File: config.mk
export PLATFORM = sky130hd
export DESIGN_NAME = pipe_latch_skid_flat
export DESIGN_NICKNAME = d
export VERILOG_FILES = /design/src/rtl/pipe_latch_skid_if.sv /design/src/rtl/pipe_latch_skid.sv /design/src/flat_wrapper.sv
export SDC_FILE = /design/constraint.sdc
export NUM_CORES = 1
export LEC_CHECK = 0
export CAP_MARGIN = 15
export CORE_MARGIN = 2
export CORE_UTILIZATION = 23
export DETAILED_ROUTE_END_ITERATION = 16
export PLACE_DENSITY = 0.53
export RECOVER_POWER = 25
export SYNTH_ARGS = -nofsm -noshare
export SYNTH_HDL_FRONTEND = slang
export SYNTH_SLANG_ARGS = --single-unit
File: constraint.sdc
create_clock -name CLK -period 2.46 [get_ports CLK]
set_input_delay 0.369 -clock CLK [delete_from_list [all_inputs] [get_ports CLK]]
set_output_delay 0.369 -clock CLK [all_outputs]
set_load 0.02 [all_outputs]
File: src/rtl/pipe_latch_skid_if.sv
`default_nettype none
// ============================================================================
//  Module      : pipe_latch_skid_if
//  Description : Handshake bundle for one pipe_latch_skid stage. Carries the
//                upstream valid/ready/data channel, the downstream
//                valid/ready/data channel, the flush request and the status
//                outputs (occupancy, stall counter).
//                  slave  modport : seen by the pipeline stage itself
//                  master modport : seen by whatever drives and consumes it
//  Revision    : 1.0  initial release
// ============================================================================
interface pipe_latch_skid_if #(
  parameter int WIDTH = 32,
  parameter int CNT_W = 16
);
  logic             in_valid;
  logic             in_ready;
  logic [WIDTH-1:0] in_data;
  logic             out_valid;
  logic             out_ready;
  logic [WIDTH-1:0] out_data;
  logic             flush;
  logic [1:0]       occupancy;
  logic [CNT_W-1:0] stall_cnt;

  modport master (
    output in_valid, in_data, out_ready, flush,
    input  in_ready, out_valid, out_data, occupancy, stall_cnt
  );

  modport slave (
    input  in_valid, in_data, out_ready, flush,
    output in_ready, out_valid, out_data, occupancy, stall_cnt
  );
endinterface
`default_nettype wire

File: src/rtl/pipe_latch_skid.sv
`default_nettype none
// ============================================================================
//  Module      : pipe_latch_skid
//  Description : Generic pipeline-stage register with valid/ready handshake,
//                optional two-entry skid buffer (registered in_ready),
//                synchronous flush-to-bubble and a saturating stall counter.
//  Ports       :
//    CLK        clock, rising edge
//    nRST       asynchronous active-low reset
//    bus.in_*   upstream channel  (in_valid, in_ready, in_data)
//    bus.out_*  downstream channel (out_valid, out_ready, out_data)
//    bus.flush  discard all contents (including a same-cycle input)
//    bus.occupancy  entries held: 0, 1 or 2
//    bus.stall_cnt  saturating count of out_valid && !out_ready cycles
//  Revision    : 1.0  initial release
// ============================================================================
module pipe_latch_skid #(
  parameter int               WIDTH  = 32,
  parameter logic [WIDTH-1:0] BUBBLE = '0,
  parameter int               SKID   = 1,
  parameter int               CNT_W  = 16
) (
  input  wire logic          CLK,
  input  wire logic          nRST,
  pipe_latch_skid_if.slave   bus
);

  // State encoding equals the number of held entries, so occupancy is the
  // state register itself.
  localparam logic [1:0] C_ST_EMPTY = 2'd0;
  localparam logic [1:0] C_ST_ONE   = 2'd1;
  localparam logic [1:0] C_ST_TWO   = 2'd2;

  logic [1:0]       state_q, state_d;
  logic [WIDTH-1:0] main_q,  main_d;
  logic [WIDTH-1:0] skid_q,  skid_d;
  logic [CNT_W-1:0] stall_q, stall_d;

  logic w_out_valid;
  logic w_in_ready;
  logic w_in_xfer;
  logic w_out_xfer;

  assign w_out_valid = (state_q != C_ST_EMPTY);
  assign w_in_xfer   = bus.in_valid && w_in_ready;
  assign w_out_xfer  = w_out_valid && bus.out_ready;

  generate
    if (SKID != 0) begin : g_skid
      // Registered ready: depends only on state, breaking the ready path.
      assign w_in_ready = (state_q != C_ST_TWO);
    end else begin : g_noskid
      // Single register: accept when empty or when the head leaves now.
      assign w_in_ready = !w_out_valid || bus.out_ready;
    end
  endgenerate

  // --------------------------------------------------------------------------
  // State register
  // --------------------------------------------------------------------------
  always_ff @(posedge CLK or negedge nRST) begin
    if (!nRST) begin
      state_q <= C_ST_EMPTY;
      main_q  <= BUBBLE;
      skid_q  <= BUBBLE;
      stall_q <= '0;
    end else begin
      state_q <= state_d;
      main_q  <= main_d;
      skid_q  <= skid_d;
      stall_q <= stall_d;
    end
  end

  // --------------------------------------------------------------------------
  // Next-state and datapath
  // --------------------------------------------------------------------------
  always_comb begin
    state_d = state_q;
    main_d  = main_q;
    skid_d  = skid_q;

    if (bus.flush) begin
      // Flush beats every handshake; an accepted input this cycle is dropped.
      state_d = C_ST_EMPTY;
      main_d  = BUBBLE;
      skid_d  = BUBBLE;
    end else begin
      case (state_q)
        C_ST_EMPTY: begin
          if (w_in_xfer) begin
            main_d  = bus.in_data;
            state_d = C_ST_ONE;
          end
        end
        C_ST_ONE: begin
          if (w_in_xfer && w_out_xfer) begin
            main_d = bus.in_data;
          end else if (w_in_xfer && !w_out_xfer && (SKID != 0)) begin
            // Downstream stalled while a word was in flight: park it.
            skid_d  = bus.in_data;
            state_d = C_ST_TWO;
          end else if (!w_in_xfer && w_out_xfer) begin
            main_d  = BUBBLE;
            state_d = C_ST_EMPTY;
          end
        end
        C_ST_TWO: begin
          if (w_out_xfer) begin
            main_d  = skid_q;
            skid_d  = BUBBLE;
            state_d = C_ST_ONE;
          end
        end
        default: begin
          state_d = C_ST_EMPTY;
          main_d  = BUBBLE;
          skid_d  = BUBBLE;
        end
      endcase
    end

    // Stall counter is independent of flush and saturates at all-ones.
    stall_d = stall_q;
    if (w_out_valid && !bus.out_ready && (stall_q != {CNT_W{1'b1}})) begin
      stall_d = stall_q + CNT_W'(1);
    end
  end

  // --------------------------------------------------------------------------
  // Outputs
  // --------------------------------------------------------------------------
  always_comb begin
    bus.in_ready  = w_in_ready;
    bus.out_valid = w_out_valid;
    bus.out_data  = main_q;   // main holds BUBBLE whenever the stage is empty
    bus.occupancy = state_q;
    bus.stall_cnt = stall_q;
  end

endmodule
`default_nettype wire

File: src/flat_wrapper.sv
// flat-port wrapper written by rule: the top's interface ports become plain ports
module pipe_latch_skid_flat 
#(
  parameter int               WIDTH  = 32,
  parameter logic [WIDTH-1:0] BUBBLE = '0,
  parameter int               SKID   = 1,
  parameter int               CNT_W  = 16
)
  (CLK, nRST, bus_in_valid, bus_in_data, bus_out_ready, bus_flush, bus_in_ready, bus_out_valid, bus_out_data, bus_occupancy, bus_stall_cnt);
  pipe_latch_skid_if #(.WIDTH(WIDTH), .CNT_W(CNT_W)) bus_i ();
  input  wire logic CLK;
  input  wire logic nRST;
  input wire logic [$bits(bus_i.in_valid)-1:0] bus_in_valid;
  input wire logic [$bits(bus_i.in_data)-1:0] bus_in_data;
  input wire logic [$bits(bus_i.out_ready)-1:0] bus_out_ready;
  input wire logic [$bits(bus_i.flush)-1:0] bus_flush;
  output wire logic [$bits(bus_i.in_ready)-1:0] bus_in_ready;
  output wire logic [$bits(bus_i.out_valid)-1:0] bus_out_valid;
  output wire logic [$bits(bus_i.out_data)-1:0] bus_out_data;
  output wire logic [$bits(bus_i.occupancy)-1:0] bus_occupancy;
  output wire logic [$bits(bus_i.stall_cnt)-1:0] bus_stall_cnt;
  assign bus_i.in_valid = bus_in_valid;
  assign bus_i.in_data = bus_in_data;
  assign bus_i.out_ready = bus_out_ready;
  assign bus_i.flush = bus_flush;
  assign bus_in_ready = bus_i.in_ready;
  assign bus_out_valid = bus_i.out_valid;
  assign bus_out_data = bus_i.out_data;
  assign bus_occupancy = bus_i.occupancy;
  assign bus_stall_cnt = bus_i.stall_cnt;
  pipe_latch_skid #(.WIDTH(WIDTH), .BUBBLE(BUBBLE), .SKID(SKID), .CNT_W(CNT_W)) u_core (.CLK(CLK), .nRST(nRST), .bus(bus_i));
endmodule
==> Implementation_results.wiki, run 1 <==
{| class="wikitable"
! Metric !! Value
|-
| Outcome || complete, no violations
|-
| Vias in the first global route || 3200
|-
| Final setup viols || 0
|-
| Slowest Stage Delay on Critical Path || 0.44 ns
|-
| RD Place Congestion || 0.7895
|-
| Share of cells above drive strength 1 || 9.193%
|-
| Share of synthesized flip-flops with an asynchronous set or reset || 100.0%
|-
| Drt first pass iters || 4
|-
| Leftover overflow at the end of global routing || 0
|-
| H-Tree Level Count || 3
|-
| Die Outline Area || 17750 um^2
|-
| Capture point of the worst reg-to-reg path || u_core.bus.out_data[23]$_DFFE_PN0P_
|-
| Max-cap violations || 0
|-
| Initial antenna violation count || 0
|-
| Mean instance size in the synthesized netlist || 10.94 um^2
|-
| Total wire length || 10.31 mm
|-
| CP Buf/Inv Count || 3
|-
| Top cell type's share of synthesized area || 53.42%
|-
| Antenna-violating nets left || 0
|-
| Synth-to-Final Area Change || 40.36%
|-
| Final critical path time including I/O delays and setup || 2.096 ns
|-
| Number of vias in the routed layout || 2995
|-
| HP Class || reg2reg
|-
| Tot GR Track Use || 12.24%
|-
| Hold depth || 1
|-
| Largest net degree at the start of global routing || 64
|-
| Synthesized flop and latch total || 82
|-
| Required time worst endpoint || 2.66 ns
|-
| Number of nets produced by synthesis || 391
|-
| Register-to-register setup slack || 0.36 ns
|-
| Top_reg_cell synth || dfrtp_1
|-
| Deepest clock path buffer count || 2
|-
| Sinks on Clock Net || 82
|-
| Worst-case reg-to-reg path depth || 10
|-
| Die Ht || 133.2 um
|-
| Starting Density || 23.33%
|-
| Warning count from the yosys run || 0
|-
| Post-synth EDFFs || 0
|-
| Unrepaired setup endpoints after global routing || no
|-
| Max transition margin || 21.67%
|-
| Min-delay src || u_core.bus.out_data[1]$_DFFE_PN0P_
|-
| Core box area || 16470 um^2
|-
| Worst-path cell with the longest stage delay || dfrtp_1
|-
| Ranking of synthesized cells by instance count || dfrtp_1 (82), inv_1 (39), nand2_1 (38)
|-
| Crit path DAT || 2.30 ns
|-
| Cell at the root of the clock tree || clkbuf_16
|-
| Most frequent cell after synthesis || dfrtp_1
|-
| Family with the most delay on the worst path || simple AND/OR/NAND/NOR gates
|-
| Fin Setup TNS || 0 ns
|-
| Placed wire-length estimate after detailed placement || 6.889 mm
|-
| Highest attainable clock frequency || 0.4770 GHz
|-
| Summed instance area of the synthesized netlist || 3841 um^2
|-
| CP Max Fanout || 17
|-
| Worst skew pair latency || 0.34 ns
|-
| Final total power || 3.864 mW
|-
| Top cell type by total area after synthesis || dfrtp_1
|-
| DR iter-0 viols || 158
|-
| Die Wd || 133.2 um
|-
| Pwr Density || 716.7 nW/um^2
|-
| Kind of start point of the critical path || flip-flop
|-
| Vias per std cell || 4.497
|-
| Category of the critical setup timing path || reg2reg
|-
| Wire length of the first global-routing pass || 17.12 mm
|-
| CTS tree || done
|-
| Routed length per instance || 15.48 um
|-
| Final-stage net count || 481
|-
| Number of hold violations in the final report || 0
|-
| Clock-pin slew reported for the worst setup and hold paths after clock tree synthesis || 0.06 ns
|-
| Final clock skew || 0.007034 ns
|-
| Filler cell count || 1668
|-
| Top-level port count || 89
|-
| Count of pins over their slew limit || 0
|-
| DRC Markers || 0
|-
| Static power due to leakage || 2.320 nW
|-
| RR Startpoint || u_core.bus.occupancy[1]$_DFFE_PN0P_
|-
| Final cycle utilization of the critical path || 85.22%
|-
| Area contributors post-synth || dfrtp_1 (53%), mux2i_1 (8.6%), o2bb2ai_1 (7.3%)
|-
| Post-Synthesis Cells || 351
|-
| Hold-critical path endpoint || u_core.bus.out_data[1]$_DFFE_PN0P_
|-
| Number of I/O port buffers || 88
|-
| Dominant cell type by count on the critical path || inv_1
|-
| Crit path cell chain || inv_1, nor2_4, inv_1, and2_1, ha_1, nor2b_1, o21ai_1, and3_1, buf_4, o2bb2ai_1
|-
| Category of the worst setup path capture point || flip-flop
|-
| Inserted Clock Buffers || 9
|-
| Transition at the pin with the smallest max-transition slack || 1.175 ns
|-
| Multi-input gate area || 1583 um^2
|-
| Footprint of the flip-flops and latches || 2052 um^2
|-
| Share of the yosys chip area belonging to registers || 53.42%
|-
| Diode insertion count for antenna repair || 0
|-
| Cell variety after synth || 39
|-
| Number of core rows || 47
|-
| Worst-case vdd ir drop || 0.2271 mV
|}
-- layer usage --
metal	share of wire (%)	up-vias	global-route usage, %
met5	0	-	0
met1	47	1514	16.42
li1	-	1412	-
met2	47	57	19.46
met4	1.9	0	5.260
met3	4.1	12	2.207
-- final cells by class --
| cell class | instances | area share, % |
|---|---|---|
| clock inverter | 7 | 1.880 |
| multi-input combinational | 209 | 29.36 |
| inverter | 39 | 2.715 |
| tap | 220 | 5.106 |
| sequential | 82 | 38.06 |
| timing repair buffer | 100 | 18.71 |
| clock buffer | 9 | 4.177 |
-- flip-flops by register name, summed over array words and instances, names as in the netlist --
signal,count
u_core.bus.occupancy,2
u_core.bus.stall_cnt,16
u_core.bus.out_data,32
u_core.skid_q,32
-- layout by cell type (no fill, tap or decap), types with 2 or more instances in the layout --
| cell | instances |
|---|---|
| xor2_1 | 12 |
| bufinv_16 | 2 |
| a21oi_1 | 3 |
| inv_1 | 39 |
| nor2_4 | 2 |
| nor2_1 | 10 |
| mux2i_1 | 33 |
| buf_12 | 3 |
| o2bb2ai_1 | 32 |
| a22oi_1 | 32 |
| nand2_1 | 38 |
| and3_1 | 2 |
| ha_1 | 3 |
| nor3b_1 | 2 |
| nor4_1 | 3 |
| dfrtp_1 | 82 |
| nor3_1 | 6 |
| buf_4 | 7 |
| and2_1 | 2 |
| clkdlybuf4s50_1 | 87 |
| nand3_1 | 3 |
| nand2b_1 | 2 |
| xnor2_1 | 2 |
| nand4_1 | 3 |
| clkbuf_16 | 9 |
-- timing repair --
| item | in CTS | in global routing |
|---|---|---|
| endpoints found under the setup margin | 0 | 32 |
| gates resized for setup | 0 | 1 |
| hold buffers | 1 | 0 |
| hold endpoints to repair | 19 | 0 |
| buffers inserted | 0 | 0 |
-- stage by stage --
| step | setup WS, ns | area, um^2 | hold WS [ns] | utilization [%] | cells |
|---|---|---|---|---|---|
| floorplan | 0.07926 | 3844 | 0.07341 | - | 351 |
| global placement | 0.06134 | 5059 | 0.2742 | 30.72 | 649 |
| detailed placement | -0.04386 | 5059 | 0.2776 | 30.72 | 649 |
| CTS | 0.1118 | 5395 | 0.4579 | 32.77 | 666 |
| global route | 0.06803 | 5391 | 0.5012 | 32.74 | 666 |
| finish | 0.3635 | 5391 | 0.4853 | 32.74 | 666 |
-- logic make-up after synthesis --
family,count (synthesis),synth area share (%)
DFF,82,53.42
buffers and inverters,60,6.352
adders and majority gates,3,0.9773
AOI/OAI and AO/OA,75,16.06
and+or+nand+nor,82,10.72
xor gates and xnor gates,14,3.192
muxes,35,9.283
-- where the power goes --
group,switching [mW],internal (mW),total [mW]
registers,0.111,1.47,1.58
logic,0.426,0.392,0.818
clock network,0.565,0.899,1.46
total,1.10,2.76,3.86
-- worst max-delay path by stage --
stage / startpoint / end / slack (ns) / cells past startpoint
final: u_core.bus.occupancy[1]$_DFFE_PN0P_ / u_core.bus.out_data[23]$_DFFE_PN0P_ / 0.36 / 10
after global routing: u_core.bus.occupancy[0]$_DFFE_PN0P_ / u_core.bus.out_data[6]$_DFFE_PN0P_ / 0.07 / 8
after CTS: u_core.bus.occupancy[1]$_DFFE_PN0P_ / u_core.bus.out_data[16]$_DFFE_PN0P_ / 0.11 / 9
after detailed placement: bus_in_valid / u_core.bus.out_data[29]$_DFFE_PN0P_ / -0.04 / 7
after global placement: bus_in_valid / u_core.bus.out_data[13]$_DFFE_PN0P_ / 0.06 / 7
after floorplan: u_core.bus.occupancy[1]$_DFFE_PN0P_ / u_core.bus.out_data[10]$_DFFE_PN0P_ / 0.08 / 12
No activity file was read; power rests on OpenSTA's default activity.
==> run 2: changes to the inputs <==
- clock period: 2.46 -> 2.35 ns (I/O delays scaled with it)
==> Implementation_results.wiki, run 2 (synthesis results as in run 1) <==
{| class="wikitable"
! Metric !! Value
|-
| Outcome || complete, no violations
|-
| Number of I/O port buffers || 88 (unchanged)
|-
| Final setup viols || 0 (unchanged)
|-
| Largest net degree at the start of global routing || 38 (-41%)
|-
| Wire length of the first global-routing pass || 17.23 mm (+0.65%)
|-
| Required time worst endpoint || 2.60 ns (-0.06 ns)
|-
| Category of the worst setup path capture point || flip-flop
|-
| Final critical path time including I/O delays and setup || 2.194 ns (+0.09755 ns)
|-
| Register-to-register setup slack || 0.16 ns (-0.21 ns)
|-
| Starting Density || 23.33% (unchanged)
|-
| CP Max Fanout || 16 (-1)
|-
| DR iter-0 viols || 140 (-11%)
|-
| Share of cells above drive strength 1 || 10.27% (+1.1 points)
|-
| Final-stage net count || 483 (+0.42%)
|-
| Max-cap violations || 0 (unchanged)
|-
| Highest attainable clock frequency || 0.4558 GHz (-4.4%)
|-
| Top-level port count || 89 (unchanged)
|-
| CTS tree || done
|-
| Slowest Stage Delay on Critical Path || 0.45 ns (about the same)
|-
| Unrepaired setup endpoints after global routing || no
|-
| Drt first pass iters || 7 (+3)
|-
| Tot GR Track Use || 12.44% (+0.21 points)
|-
| Count of pins over their slew limit || 0 (unchanged)
|-
| Routed length per instance || 15.72 um (+1.6%)
|-
| Most frequent standard cell in the layout excluding fill and tap cells || clkdlybuf4s50_1
|-
| Cell internal pwr || 2.729 mW (-1.2%)
|-
| Kind of start point of the critical path || flip-flop
|-
| Pwr Density || 726.7 nW/um^2 (+1.4%)
|-
| Final total power || 3.898 mW (+0.88%)
|-
| Number of hold violations in the final report || 0 (unchanged)
|-
| Worst-path cell with the longest stage delay || dfrtp_1
|-
| Total wire length || 10.50 mm (+1.9%)
|-
| Final clock skew || 0.006125 ns (-0.0009091 ns)
|-
| Static power due to leakage || 2.308 nW (-0.52%)
|-
| Die Wd || 133.2 um (unchanged)
|-
| Vias per std cell || 4.493 (about the same)
|-
| Deepest clock path buffer count || 2 (unchanged)
|-
| Sinks on Clock Net || 82 (unchanged)
|-
| Placed wire-length estimate after detailed placement || 6.912 mm (+0.33%)
|-
| Worst skew pair latency || 0.34 ns (about the same)
|-
| Core box area || 16470 um^2 (unchanged)
|-
| Number of cells in the design after placement || 652 (+0.46%)
|-
| H-Tree Level Count || 3 (unchanged)
|-
| Max transition margin || 31.96% (+10 points)
|-
| Leading cell types in the layout, fill and taps excluded || clkdlybuf4s50_1 (87), dfrtp_1 (82), inv_1 (39)
|-
| Die Ht || 133.2 um (unchanged)
|-
| Post-CTS Setup Bufs || 0 (unchanged)
|-
| Crit path DAT || 2.45 ns (+0.15 ns)
|-
| Initial antenna violation count || 0 (unchanged)
|-
| Diode insertion count for antenna repair || 0 (unchanged)
|-
| Comb power frac || 22.2% (+1.0 points)
|-
| Final cycle utilization of the critical path || 93.36% (+8.1 points)
|-
| Sequential share of power || 42.4% (+1.5 points)
|-
| Fin Setup TNS || 0 ns (unchanged)
|-
| Number of hold buffers added after CTS || 0 (-1)
|-
| Clock-pin slew reported for the worst setup and hold paths after clock tree synthesis || 0.07 ns (about the same)
|-
| Die Outline Area || 17750 um^2 (unchanged)
|-
| Cell at the root of the clock tree || clkbuf_16
|-
| Antenna-violating nets left || 0 (unchanged)
|-
| Crit path cell chain || inv_1, nor2_4, inv_1, and2_1, ha_1, buf_4, nand2b_1, a21oi_1, nor2_4, buf_6, mux2i_1
|-
| Switching share of total power || 29.99% (+1.5 points)
|-
| Synth-to-Final Area Change || 39.64%
|-
| Switching power total || 1.169 mW (+6.1%)
|-
| Number of vias in the routed layout || 3001 (+0.20%)
|-
| Inserted Clock Buffers || 9 (unchanged)
|-
| Family with the most delay on the worst path || buffers and inverters
|-
| HP Class || in2async
|-
| Post-route non-filler standard cell count || 668 (+0.30%)
|-
| Clock power share || 35.4% (-2.5 points)
|-
| CP Buf/Inv Count || 4 (+1)
|-
| Number of instances resized during post-cts repair || 0 (unchanged)
|-
| Fraction of the core area covered by cells at the end of the flow || 32.58% (-0.17 points)
|-
| Vias in the first global route || 3189 (-0.34%)
|-
| Number of core rows || 47 (unchanged)
|-
| Category of the critical setup timing path || reg2reg
|-
| Leftover overflow at the end of global routing || 0 (unchanged)
|-
| Worst-case vdd ir drop || 0.2973 mV (+31%)
|-
| Transition at the pin with the smallest max-transition slack || 1.021 ns (-0.1545 ns)
|-
| RD Place Congestion || 0.7547 (-4.4%)
|-
| DRC Markers || 0 (unchanged)
|}
==> run 2: changes by cell type in the layout (fill, tap and decap cells not counted), moves of 2 or more <==
| cell | before | now |
|---|---|---|
| clkbuf_2 | 0 | 2 |
| clkbuf_8 | 0 | 2 |
| bufinv_16 | 2 | 0 |
| buf_4 | 7 | 10 |
==> run 2: worst paths after layout <==
kind	cells after the start	startpoint	to
hold reg to reg	1	u_core.bus.out_data[6]$_DFFE_PN0P_	u_core.bus.out_data[6]$_DFFE_PN0P_
setup reg to reg	11	u_core.bus.occupancy[1]$_DFFE_PN0P_	u_core.skid_q[23]$_DFFE_PN0P_
setup / recovery	11	u_core.bus.occupancy[1]$_DFFE_PN0P_	u_core.skid_q[23]$_DFFE_PN0P_
hold / removal	1	nRST	u_core.skid_q[11]$_DFFE_PN0P_
min in group CLK	1	u_core.bus.out_data[6]$_DFFE_PN0P_	u_core.bus.out_data[6]$_DFFE_PN0P_
max in group asynchronous	2	nRST	u_core.skid_q[30]$_DFFE_PN0P_
==> run 2: layer usage <==
layer / up-vias / GRT usage, % / routed length, um
met5: - / 0 / 0
li1: 1408 / - / -
met4: 0 / 5.851 / 282
met3: 15 / 2.588 / 423
met1: 1500 / 16.23 / 4872
met2: 78 / 19.83 / 4923
==> run 2: power by group through the flow <==
stage	Sequential [mW]	Clock (mW)	Combinational [mW]
global route	1.67	1.48	0.934
floorplan	1.78	0	0.315
global placement	1.68	0	0.863
CTS	1.66	1.42	0.880
detailed placement	1.68	0	0.878
finish	1.65	1.38	0.864
==> run 2: through the flow <==
stage	setup slack, ns	area, um^2	hold slack [ns]
2_1_floorplan	0.01341	3846	0.05691
3_3_place_gp	-0.03977	5075	0.3763
3_5_place_dp	-0.05622	5075	0.3925
4_1_cts	0.03223	5365	0.01263
5_1_grt	0.003439	5364	0.2532
6_report	0.1560	5364	0.1804
==> run 2: cell type report <==
type	instances	area (um^2)
well taps	220	275.3
inverters	39	146.4
multi-input cells	209	1593
clock buffers	11	252.7
repair buffers	102	1007
fillers	1672	11100
clock inverters	5	37.54
flip-flops and latches	82	2052
==> run 3: changes to the inputs <==
- CTS_CLUSTER_DIAMETER: default -> 50
- TNS_END_PERCENT: default -> 10
==> results of run 3 <==
Same layout as run 2: the final DEF is identical, and so are final timing and power.
